### src/rtl/uart_cmd_pkg.sv
// rtl/uart_cmd_pkg.sv - shared states, status codes and response byte helper for the UART command sequencer
package uart_cmd_pkg;

    typedef enum logic [3:0] {
        IDLE      = 4'd0,
        RX_SEL    = 4'd1,
        RX_HI     = 4'd2,
        RX_LO     = 4'd3,
        RX_CHK    = 4'd4,
        CPU_START = 4'd5,
        CPU_WAIT  = 4'd6,
        TX_LOAD   = 4'd7,
        TX_WAIT   = 4'd8
    } state_t;

    localparam logic [7:0] STAT_OK      = 8'h00;
    localparam logic [7:0] STAT_CHK     = 8'h01;
    localparam logic [7:0] STAT_TMO     = 8'h02;
    localparam logic [7:0] STAT_SEL     = 8'h03;
    localparam int         STAT_OVR_BIT = 7;
    localparam int         FRAME_LEN    = 5;

    // Response frame: sync, status, rd hi, rd lo, xor checksum of the middle three.
    function automatic logic [7:0] resp_byte(input logic [2:0]  idx,
                                             input logic [7:0]  sync,
                                             input logic [7:0]  status,
                                             input logic [15:0] rd);
        case (idx)
            3'd0:    resp_byte = sync;
            3'd1:    resp_byte = status;
            3'd2:    resp_byte = rd[15:8];
            3'd3:    resp_byte = rd[7:0];
            default: resp_byte = status ^ rd[15:8] ^ rd[7:0];
        endcase
    endfunction

endpackage

### src/rtl/uart_cmd_tx_ser.sv
// rtl/uart_cmd_tx_ser.sv - five-byte response serialiser with tx_en/tx_busy handshake
module uart_cmd_tx_ser
    import uart_cmd_pkg::*;
#(
    parameter logic [7:0] SYNC_BYTE = 8'hA5
) (
    input  logic        clk,
    input  logic        reset,
    input  logic        start_i,
    input  logic [7:0]  status_i,
    input  logic [15:0] rdata_i,
    input  logic        tx_busy_i,
    output logic        tx_en_o,
    output logic [7:0]  tx_data_o,
    output logic        wait_o,
    output logic        done_o
);

    state_t      phase_q, phase_d;
    logic        skip_q, skip_d;
    logic [2:0]  idx_q, idx_d;
    logic [7:0]  status_q, status_d;
    logic [15:0] rdata_q, rdata_d;
    logic        tx_en_q, tx_en_d;
    logic [7:0]  tx_data_q, tx_data_d;

    always_ff @(posedge clk) begin
        if (!reset) begin
            phase_q   <= IDLE;
            skip_q    <= 1'b0;
            idx_q     <= '0;
            status_q  <= '0;
            rdata_q   <= '0;
            tx_en_q   <= 1'b0;
            tx_data_q <= '0;
        end else begin
            phase_q   <= phase_d;
            skip_q    <= skip_d;
            idx_q     <= idx_d;
            status_q  <= status_d;
            rdata_q   <= rdata_d;
            tx_en_q   <= tx_en_d;
            tx_data_q <= tx_data_d;
        end
    end

    always_comb begin
        phase_d   = phase_q;
        skip_d    = skip_q;
        idx_d     = idx_q;
        status_d  = status_q;
        rdata_d   = rdata_q;
        tx_en_d   = 1'b0;
        tx_data_d = tx_data_q;
        done_o    = 1'b0;
        case (phase_q)
            IDLE: begin
                if (start_i) begin
                    phase_d  = TX_LOAD;
                    idx_d    = '0;
                    status_d = status_i;
                    rdata_d  = rdata_i;
                end
            end
            TX_LOAD: begin
                if (!tx_busy_i) begin
                    tx_en_d   = 1'b1;
                    tx_data_d = resp_byte(idx_q, SYNC_BYTE, status_q, rdata_q);
                    skip_d    = 1'b1;
                    phase_d   = TX_WAIT;
                end
            end
            TX_WAIT: begin
                // tx_busy only rises the cycle after tx_en, so ignore the first wait cycle.
                if (skip_q) begin
                    skip_d = 1'b0;
                end else if (!tx_busy_i) begin
                    if (idx_q == 3'(FRAME_LEN - 1)) begin
                        phase_d = IDLE;
                        done_o  = 1'b1;
                    end else begin
                        idx_d   = idx_q + 3'd1;
                        phase_d = TX_LOAD;
                    end
                end
            end
            default: phase_d = IDLE;
        endcase
    end

    assign tx_en_o   = tx_en_q;
    assign tx_data_o = tx_data_q;
    assign wait_o    = (phase_q == TX_WAIT);

endmodule

### src/rtl/uart_cmd_sequencer.sv
// rtl/uart_cmd_sequencer.sv - UART command frame to CPU transaction sequencer
// Optional inter-byte gap abort: UART_CMD_RX_GAP_TIMEOUT_EN.
module uart_cmd_sequencer
    import uart_cmd_pkg::*;
#(
    parameter logic [7:0] SYNC_BYTE   = 8'hA5,
    parameter int         CPU_TIMEOUT = 1024
`ifdef UART_CMD_RX_GAP_TIMEOUT_EN
    ,
    parameter int         RX_GAP_CYCLES = 4096
`endif
) (
    input  logic        clk,
    input  logic        reset,
    input  logic        rx_done,
    input  logic [7:0]  rx_data,
    input  logic        tx_busy,
    output logic        tx_en,
    output logic [7:0]  tx_data,
    output logic        cpu_enable,
    output logic [1:0]  cpu_sel,
    output logic [15:0] cpu_wdata,
    input  logic        cpu_done,
    input  logic [15:0] cpu_rdata,
    output logic        busy,
    output logic        err
);

    localparam int CW = (CPU_TIMEOUT > 2) ? $clog2(CPU_TIMEOUT) : 1;

    state_t      state_q, state_d;
    logic [7:0]  sel_q, sel_d, hi_q, hi_d, lo_q, lo_d;
    logic [CW-1:0] cnt_q, cnt_d;
    logic        cpu_en_q, cpu_en_d;
    logic [1:0]  cpu_sel_q, cpu_sel_d;
    logic [15:0] cpu_wdata_q, cpu_wdata_d;
    logic        ovr_q, ovr_d;
    logic        err_q, err_d;

    logic        resp_valid;
    logic [7:0]  resp_status;
    logic [15:0] resp_rd;
    logic        tx_start;
    logic [7:0]  tx_status;
    logic [15:0] tx_rdata;
    logic        ser_wait, ser_done;

`ifdef UART_CMD_RX_GAP_TIMEOUT_EN
    localparam int GW = $clog2(RX_GAP_CYCLES + 1);
    logic [GW-1:0] gap_q, gap_d;

    always_ff @(posedge clk) begin
        if (!reset) gap_q <= '0;
        else        gap_q <= gap_d;
    end
`endif

    always_ff @(posedge clk) begin
        if (!reset) begin
            state_q     <= IDLE;
            sel_q       <= '0;
            hi_q        <= '0;
            lo_q        <= '0;
            cnt_q       <= '0;
            cpu_en_q    <= 1'b0;
            cpu_sel_q   <= '0;
            cpu_wdata_q <= '0;
            ovr_q       <= 1'b0;
            err_q       <= 1'b0;
        end else begin
            state_q     <= state_d;
            sel_q       <= sel_d;
            hi_q        <= hi_d;
            lo_q        <= lo_d;
            cnt_q       <= cnt_d;
            cpu_en_q    <= cpu_en_d;
            cpu_sel_q   <= cpu_sel_d;
            cpu_wdata_q <= cpu_wdata_d;
            ovr_q       <= ovr_d;
            err_q       <= err_d;
        end
    end

    always_comb begin
        state_d     = state_q;
        sel_d       = sel_q;
        hi_d        = hi_q;
        lo_d        = lo_q;
        cnt_d       = cnt_q;
        cpu_en_d    = 1'b0;
        cpu_sel_d   = cpu_sel_q;
        cpu_wdata_d = cpu_wdata_q;
        ovr_d       = ovr_q;
        err_d       = err_q;
        resp_valid  = 1'b0;
        resp_status = STAT_OK;
        resp_rd     = '0;
        tx_start    = 1'b0;
        tx_status   = STAT_OK;
        tx_rdata    = '0;
`ifdef UART_CMD_RX_GAP_TIMEOUT_EN
        gap_d       = gap_q;
`endif

        // A byte arriving while the link is occupied wins over the post-response clear.
        if (ser_done) ovr_d = 1'b0;
        if (rx_done && (state_q inside {CPU_START, CPU_WAIT, TX_LOAD, TX_WAIT})) ovr_d = 1'b1;

        case (state_q)
            IDLE:   if (rx_done && rx_data == SYNC_BYTE) state_d = RX_SEL;
            RX_SEL: if (rx_done) begin sel_d = rx_data; state_d = RX_HI;  end
            RX_HI:  if (rx_done) begin hi_d  = rx_data; state_d = RX_LO;  end
            RX_LO:  if (rx_done) begin lo_d  = rx_data; state_d = RX_CHK; end
            RX_CHK: begin
                if (rx_done) begin
                    if (rx_data != (sel_q ^ hi_q ^ lo_q)) begin
                        resp_valid  = 1'b1;
                        resp_status = STAT_CHK;
                    end else if (sel_q[7:2] != 6'd0) begin
                        resp_valid  = 1'b1;
                        resp_status = STAT_SEL;
                    end else begin
                        state_d     = CPU_START;
                        cpu_en_d    = 1'b1;
                        cpu_sel_d   = sel_q[1:0];
                        cpu_wdata_d = {hi_q, lo_q};
                    end
                end
            end
            CPU_START: begin
                cnt_d   = '0;
                state_d = CPU_WAIT;
            end
            CPU_WAIT: begin
                if (cpu_done) begin
                    resp_valid  = 1'b1;
                    resp_status = STAT_OK;
                    resp_rd     = cpu_rdata;
                end else if (cnt_q == CW'(CPU_TIMEOUT - 1)) begin
                    resp_valid  = 1'b1;
                    resp_status = STAT_TMO;
                end else begin
                    cnt_d = cnt_q + CW'(1);
                end
            end
            TX_LOAD: if (ser_wait) state_d = TX_WAIT;
            TX_WAIT: begin
                if (ser_done)      state_d = IDLE;
                else if (!ser_wait) state_d = TX_LOAD;
            end
            default: state_d = IDLE;
        endcase

        if (resp_valid) begin
            tx_status                = resp_status;
            tx_status[STAT_OVR_BIT]  = resp_status[STAT_OVR_BIT] | ovr_d;
            tx_rdata                 = resp_rd;
            tx_start                 = 1'b1;
            state_d                  = TX_LOAD;
            if (tx_status != STAT_OK) err_d = 1'b1;
        end

`ifdef UART_CMD_RX_GAP_TIMEOUT_EN
        if (state_q inside {RX_SEL, RX_HI, RX_LO, RX_CHK}) begin
            if (rx_done) begin
                gap_d = '0;
            end else if (gap_q == GW'(RX_GAP_CYCLES - 1)) begin
                gap_d   = '0;
                state_d = IDLE;
                err_d   = 1'b1;
            end else begin
                gap_d = gap_q + GW'(1);
            end
        end else begin
            gap_d = '0;
        end
`endif
    end

    uart_cmd_tx_ser #(
        .SYNC_BYTE (SYNC_BYTE)
    ) u_tx_ser (
        .clk       (clk),
        .reset     (reset),
        .start_i   (tx_start),
        .status_i  (tx_status),
        .rdata_i   (tx_rdata),
        .tx_busy_i (tx_busy),
        .tx_en_o   (tx_en),
        .tx_data_o (tx_data),
        .wait_o    (ser_wait),
        .done_o    (ser_done)
    );

    assign cpu_enable = cpu_en_q;
    assign cpu_sel    = cpu_sel_q;
    assign cpu_wdata  = cpu_wdata_q;
    assign busy       = (state_q != IDLE);
    assign err        = err_q;

endmodule

### config.mk
export PLATFORM = sky130hd
export DESIGN_NAME = uart_cmd_sequencer
export DESIGN_NICKNAME = d
export VERILOG_FILES = /design/src/rtl/uart_cmd_pkg.sv /design/src/rtl/uart_cmd_tx_ser.sv /design/src/rtl/uart_cmd_sequencer.sv
export SDC_FILE = /design/constraint.sdc
export NUM_CORES = 1
export LEC_CHECK = 0
export ABC_AREA = 1
export BUFFER_PORTS_ARGS = -buffer_cell sky130_fd_sc_hd__buf_2
export CORE_MARGIN = 5
export CORE_UTILIZATION = 45
export DETAILED_ROUTE_END_ITERATION = 12
export PLACE_DENSITY = 0.67
export SLEW_MARGIN = 20
export SYNTH_ARGS = -nofsm -noshare
export SYNTH_HDL_FRONTEND = slang
export SYNTH_SLANG_ARGS = --single-unit
### constraint.sdc
create_clock -name clk -period 1.7 [get_ports clk]
set_input_delay 0.255 -clock clk [delete_from_list [all_inputs] [get_ports clk]]
set_output_delay 0.255 -clock clk [all_outputs]
set_load 0.02 [all_outputs]
==> Word level (Yosys, flattened, before mapping) <==
Cells that the tools add are included.
{ "word_totals": {"input_bits": 29, "wordCells": 157, "ff_bits": 100, "out_inout_bits": 30} }
{ "classes": {"n_mux": 54, "reduce_logical": 28, "bitwise_logic": 12, "eq_ne": 43, "addsub": 2} }
{ "ops": {"columns": ["op", "count"], "rows": [
  ["two-way mux 4 bit", 14],
  ["two-way mux 16 bit", 3],
  ["case mux 4 bit (9 select lines)", 1],
  ["!= test 2 bit, second input constant", 16],
  ["case mux 8 bit (4 select lines)", 1],
  ["bitwise XOR 8 bit", 4],
  ["!= test 3 bit, second input constant", 9],
  ["equality test 4 x 3 -> 1 bit, second input constant", 5],
  ["two-way mux 10 bit", 2],
  ["case mux 10 bit (2 select lines)", 1],
  ["AND reduction 10 bit", 2],
  ["two-way mux 3 bit", 6],
  ["AND reduction 2 bit", 8],
  ["two-way mux 1 bit", 15],
  ["case mux 4 bit (3 select lines)", 1],
  ["adder 10 x 1 -> 10 bit, second input constant", 1],
  ["equality test 10 bit, second input constant", 1],
  ["two-way mux 2 bit", 5],
  ["equality test 4 x 2 -> 1 bit, second input constant", 2],
  ["equality test 4 bit, second input constant", 2],
  ["equality test 8 bit, second input constant", 1],
  ["zero test 4 bit", 2],
  ["two-way mux 8 bit", 1],
  ["!= test 8 bit", 1],
  ["22 further kinds", 35]
]} }

==> Depth between registers and ports, before layout <==
{ "logic_depth": {"depth_word": 10, "mapped_depth": 17, "depth_no_buf": 16} }

==> By module <==
A second synthesis with hierarchy kept.
{ "hier_totals": {"hier_cells": 778, "area_unflattened_um2": 5132.4} }
{ "by_module_without_submodules": {"columns": ["mod", "seq_area_each_um2", "instances", "cells_per_inst", "area_per_inst_um2"], "rows": [
  ["uart_cmd_sequencer", 1181.1, 1, 477, 3173.0],
  ["uart_cmd_tx_ser", 780.7, 1, 301, 1959.4]
]} }

==> Least setup slack after synthesis <==
OpenSTA, ideal clock, no wires.
{ "synth_timing": {"path_kind": "reg2reg", "start": "reg u_tx_ser.idx_q[2]", "end": "reg u_tx_ser.tx_data_q[7] (netlist: u_tx_ser.tx_data_o[7])", "path_stages_with_launch": 10, "t_arrival_ns": 1.589, "synth_period_minus_slack_ns": 1.706, "setup_time_ns": 0.117, "path_buffers": 1, "setup_slack_ns": -0.006, "required_ns": 1.583, "path_cell_list": "dfxtp_1 > clkinv_1 > clkbuf_1 > ha_1 > nand2_1 > o21ai_0 > o21ai_0 > nand2_1 > o221ai_1 > inv_1"} }
{ "synth_between": {"elab_chain_len": 2, "word_cells_on_any_way": 5, "classes_between": "eq/ne (3); mux (1); reduce/logical (1)"} }
{ "synth_rtl": {"columns": ["item", "line_no", "text"], "rows": [
  ["from (decl)", "uart_cmd_tx_ser.sv:21", "logic [2:0] idx_q, idx_d;"],
  ["from (signal assigned)", "uart_cmd_tx_ser.sv:39", "idx_q <= idx_d;"],
  ["equality test 3 x 2 -> 1 bit (tied with other cells)", "uart_cmd_pkg.sv:28", "case (idx)"],
  ["case mux 8 bit (4 select lines) *", "uart_cmd_pkg.sv:28", null],
  ["to (signal assigned)", "uart_cmd_tx_ser.sv:43", "tx_data_q <= tx_data_d;"],
  ["to (decl)", "uart_cmd_tx_ser.sv:25", "logic [7:0] tx_data_q, tx_data_d;"]
]} }
Mark *: on every way between the ends. The rest lies on a longest branch, timed or not.
A chain may end at the register's enable or synchronous reset.

==> Final worst setup path <==
{ "layout_timing": {"start": "reg sel_q[3]", "end": "reg state_q[3]"} }
{ "layout_between": {"elab_chain_len": 7, "word_cells_on_any_way": 12, "classes_between": "eq/ne (3); mux (4); bitwise (2); reduce/logical (3)"} }
{ "layout_rtl": {"columns": ["item", "line_no", "text"], "rows": [
  ["from (decl)", "uart_cmd_sequencer.sv:32", "logic [7:0] sel_q, sel_d, hi_q, hi_d, lo_q, lo_d;"],
  ["from (signal assigned)", "uart_cmd_sequencer.sv:72", "sel_q <= sel_d;"],
  ["bitwise XOR 8 bit (2 in series)", "uart_cmd_sequencer.sv:116", "if (rx_data != (sel_q ^ hi_q ^ lo_q)) begin"],
  ["!= test 8 bit", "uart_cmd_sequencer.sv:116", null],
  ["two-way mux 1 bit", "uart_cmd_sequencer.sv:116", null],
  ["two-way mux 1 bit", "uart_cmd_sequencer.sv:115", "if (rx_done) begin"],
  ["case mux 1 bit (2 select lines)", "uart_cmd_sequencer.sv:109", "case (state_q)"],
  ["OR reduction 2 bit (no source line)", null, null],
  ["to (signal assigned)", "uart_cmd_sequencer.sv:71", "state_q <= state_d;"],
  ["to (decl)", "uart_cmd_sequencer.sv:31", "state_t state_q, state_d;"]
]} }
Several ways; a longest one is shown, not always the timed one.

==> flow_summary.json <==
{
  "outcome": "finished with violations",
  "violations": "negative setup slack",
  "start_kind": "flop",
  "drive_above_1_share_pct": 35.0,
  "io_buffers": 58,
  "worstMarginPinSlew_ns": 0.559,
  "hp-start": "rx_data[7]",
  "power_frac_seq_pct": 37.6,
  "ys_seq_area_share_pct": 39.8,
  "cts_buffer_depth": 2,
  "yosys.area.top_type_share_pct": 39.8,
  "grt_pass1_vias": 4412,
  "cts_hold_buf": 0,
  "gp_congestion": 0.957,
  "drcViolationCount": 0,
  "rsz0062_at_grt": "yes",
  "multi_input_area_um2": 2560,
  "ff_latch_area_um2": 1900,
  "antenna_cells": 0,
  "crit_chain": "buf_6 > inv_4 > nand2_2 > nand2_1 > nand3_1 > nand2_1 > nand2_2 > nor2_4 > nand3_4 > nand2_4 > nand2_4 > buf_6 > nor2_2 > o21ai_1 > a21oi_1",
  "synth_ff_type": "dfxtp_1",
  "root_buffer": "clkbuf_8",
  "dp_hpwl_um": 8550,
  "viasPerCell": 4.96,
  "cp_data_arrival_time_ns": 2.00,
  "synth_top_cell_by_area": "dfxtp_1",
  "leakage_nw": 2.80,
  "die_area_um2": 12500,
  "reg2reg_from": "sel_q[3]$_SDFFE_PN0P_",
  "pre_cts_ws_ns": -0.171,
  "dr.pass1.iters": 5,
  "fmax_mhz": 585,
  "slowest_delay_ns": 0.33,
  "final_nets": 858,
  "fp.coreArea_um2": 10200,
  "path_buf_inv": 3,
  "synth_cells": 689,
  "path_class": "flop to flop",
  "skew_ns": 0.00990,
  "drt_iter0_drc": 257,
  "p_switching_w": 0.00288,
  "synth.most_common_cell": "nand2_1",
  "period_needed_ns": 1.71,
  "internal-power_w": 0.00464,
  "cp_slowest_cell": "dfxtp_2",
  "area_growth_syn_to_layout_pct": 33.7,
  "crit_required_ns": 1.99,
  "clk_pin_slew_worst_paths_ns": 0.09,
  "ant_nets": 0,
  "maxCapViolations": 0,
  "wire_per_inst_um": 12.4,
  "dieWidth_um": 112,
  "min_period_over_period_pct": 101,
  "clock-sinks": 93,
  "switching_share_pct": 38.3,
  "grtUsageTotal_pct": 18.9,
  "die_h_um": 112,
  "critical_path_peak_fanout": 4,
  "synth_edf_count": 0,
  "num_vias": 4785,
  "hold_end": "sel_q[7]$_SDFFE_PN0P_",
  "synth_seq_cells": 93,
  "synthArstFlopShare_pct": 0,
  "yosys_warnings": 0,
  "gr-total-overflow": 0,
  "initial_utilization_pct": 45.8,
  "synth_area_leaders": "dfxtp_1 (40%), nand2_1 (11%), o21ai_0 (7.7%), inv_1 (7.2%), a21oi_1 (6.8%)",
  "slew_headroom_pct": 62.6,
  "syn_nets": 724,
  "wl_um": 11900,
  "worstReg2RegEnd": "state_q[3]$_SDFFE_PP0P_",
  "setup_viol": 7,
  "grt_pass1_wl_um": 19800,
  "combPwrFrac_pct": 42.8,
  "cts_tree": "yes",
  "p_clk_share_pct": 19.6,
  "grt_max_degree": 69,
  "fp-row-count": 37,
  "hold_class": "input port to flop",
  "cellPowerDensity_nw_per_um2": 1200,
  "insertion_delay_ns": 0.36,
  "ctsHtreeMaxLevel": 3,
  "whs_ns": 0.209,
  "cpLargestDelayFamily": "simple AND/OR/NAND/NOR gates",
  "slew_viol_final": 0,
  "fillers": 916,
  "yosysUniqueCellTypes": 39,
  "timing.final.ws_setup_ns": -0.0102,
  "vdd_drop_max_mv": 0.618,
  "min_path_cells": 3,
  "reg2reg_depth": 15,
  "hold_viol": 0,
  "cp-end-kind": "flop",
  "ioPinCount": 59,
  "cts_buffers": 9,
  "syn_area_um2": 4680,
  "synth_common_cells": "nand2_1 (140), dfxtp_1 (93), inv_1 (90)",
  "syn_area_per_cell_um2": 6.80,
  "regToRegSetupSlack_ns": -0.01,
  "grt_antenna_before_repair": 0
}
==> what timing repair did <==
item	4_1_cts	5_1_grt
setup buffers	7	9
gates resized for setup	51	82
endpoints found under the setup margin	51	58
pin swaps	14	41
==> cell type report <==
type                            instances  share of cell area, %
Multi-Input combinational cell        467                   40.9
Sequential cell                        93                   30.3
Timing Repair Buffer                  149                   16.6
Inverter                              103                   6.39
Tap cell                              136                   2.72
Clock buffer                           10                   2.04
Clock inverter                          6                  0.999
==> layout by cell type, fill, tap and decap left out, types with 5 or more instances in the layout <==
cell type / netlist / layout
nor2_4: 2 / 6
clkbuf_8: 0 / 9
xor2_1: 7 / 7
nand4_1: 11 / 11
a21oi_1: 64 / 61
nor2_2: 11 / 15
inv_1: 90 / 77
nand2_2: 0 / 20
nand2_1: 140 / 117
o21ai_2: 1 / 6
dfxtp_1: 93 / 67
o21ai_0: 72 / 61
buf_2: 4 / 58
a211oi_1: 6 / 5
dfxtp_2: 0 / 25
o21ai_1: 7 / 13
nor2_1: 78 / 70
buf_6: 0 / 11
nand3_1: 28 / 23
buf_4: 0 / 78
inv_2: 10 / 21
nand2_4: 3 / 5
==> kinds of logic (layout without fill, tap and decap cells) <==
kind of cell / Yosys count / count (layout) / synth area share [%]
xor gates and xnor gates: 11 / 11 / 2.06
and+or+nand+nor: 286 / 286 / 26.6
adders and majority gates: 6 / 6 / 1.60
AOI/OAI and AO/OA: 164 / 164 / 18.7
buffers and inverters: 129 / 268 / 11.3
DFF: 93 / 93 / 39.8
==> metrics by stage <==
step | area [um^2] | setup TNS (ns) | std cells | power (W) | utilization, %
2_1_floorplan | 4680 | 0 | 689 | 0.00443 | -
3_3_place_gp | 5600 | -0.443 | 932 | 0.00536 | 54.7
3_5_place_dp | 5600 | -1.96 | 932 | 0.00544 | 54.7
4_1_cts | 5980 | -0.0699 | 955 | 0.00710 | 58.4
5_1_grt | 6260 | -4.05 | 964 | 0.00803 | 61.2
6_report | 6260 | -0.0370 | 964 | 0.00753 | 61.2
==> worst min-delay path, delay by kind of cell <==
family / cells / cell delay, ns
and+or+nand+nor: 1 / 0.10
AOI/OAI and AO/OA: 1 / 0.05
buffers and inverters: 1 / 0.12
==> how the worst max path moves through the flow <==
stage | slack (ns) | start | cells after the start | end
finish | -0.01 | sel_q[3]$_SDFFE_PN0P_ | 15 | state_q[3]$_SDFFE_PP0P_
global route | -0.12 | sel_q[5]$_SDFFE_PN0P_ | 14 | u_tx_ser.rdata_q[5]$_SDFFE_PN0P_
CTS | -0.01 | hi_q[6]$_SDFFE_PN0P_ | 15 | u_tx_ser.rdata_q[13]$_SDFFE_PN0P_
detailed placement | -0.17 | u_tx_ser.idx_q[1]$_SDFFE_PN0P_ | 13 | state_q[0]$_SDFFE_PN0P_
global placement | -0.11 | u_tx_ser.idx_q[1]$_SDFFE_PN0P_ | 13 | state_q[0]$_SDFFE_PN0P_
floorplan | 0.03 | rx_data[4] | 15 | u_tx_ser.rdata_q[13]$_SDFFE_PN0P_
==> flip-flops by register name, summed over array words and instances (netlist names) <==
register            flops
u_tx_ser.rdata_q       16
u_tx_ser.tx_data_o      8
sel_q                   8
state_q                 4
cnt_q                  10
u_tx_ser.skip_q         1
hi_q                    8
cpu_enable              1
lo_q                    8
err                     1
u_tx_ser.phase_q        2
cpu_sel                 2
u_tx_ser.tx_en_o        1
u_tx_ser.idx_q          3
ovr_q                   1
cpu_wdata              16
u_tx_ser.status_q       3
==> power by group through the flow <==
stage	combinational, W	clock (W)	sequential, W
final	0.00322	0.00148	0.00283
after global routing	0.00355	0.00161	0.00286
after CTS	0.00282	0.00151	0.00278
after detailed placement	0.00264	0	0.00280
after global placement	0.00258	0	0.00278
after floorplan	0.00164	0	0.00280
==> per-layer routing <==
layer  GRT usage, %  vias to the layer above  part of all wire (%)
li1               -                     2493                     -
met1           25.4                     2173                    46
met2           30.3                      105                    47
met3           3.86                       14                   5.0
met4           6.33                        0                   1.4
met5              0                        -                     0
(Power assumes the default switching activity.)
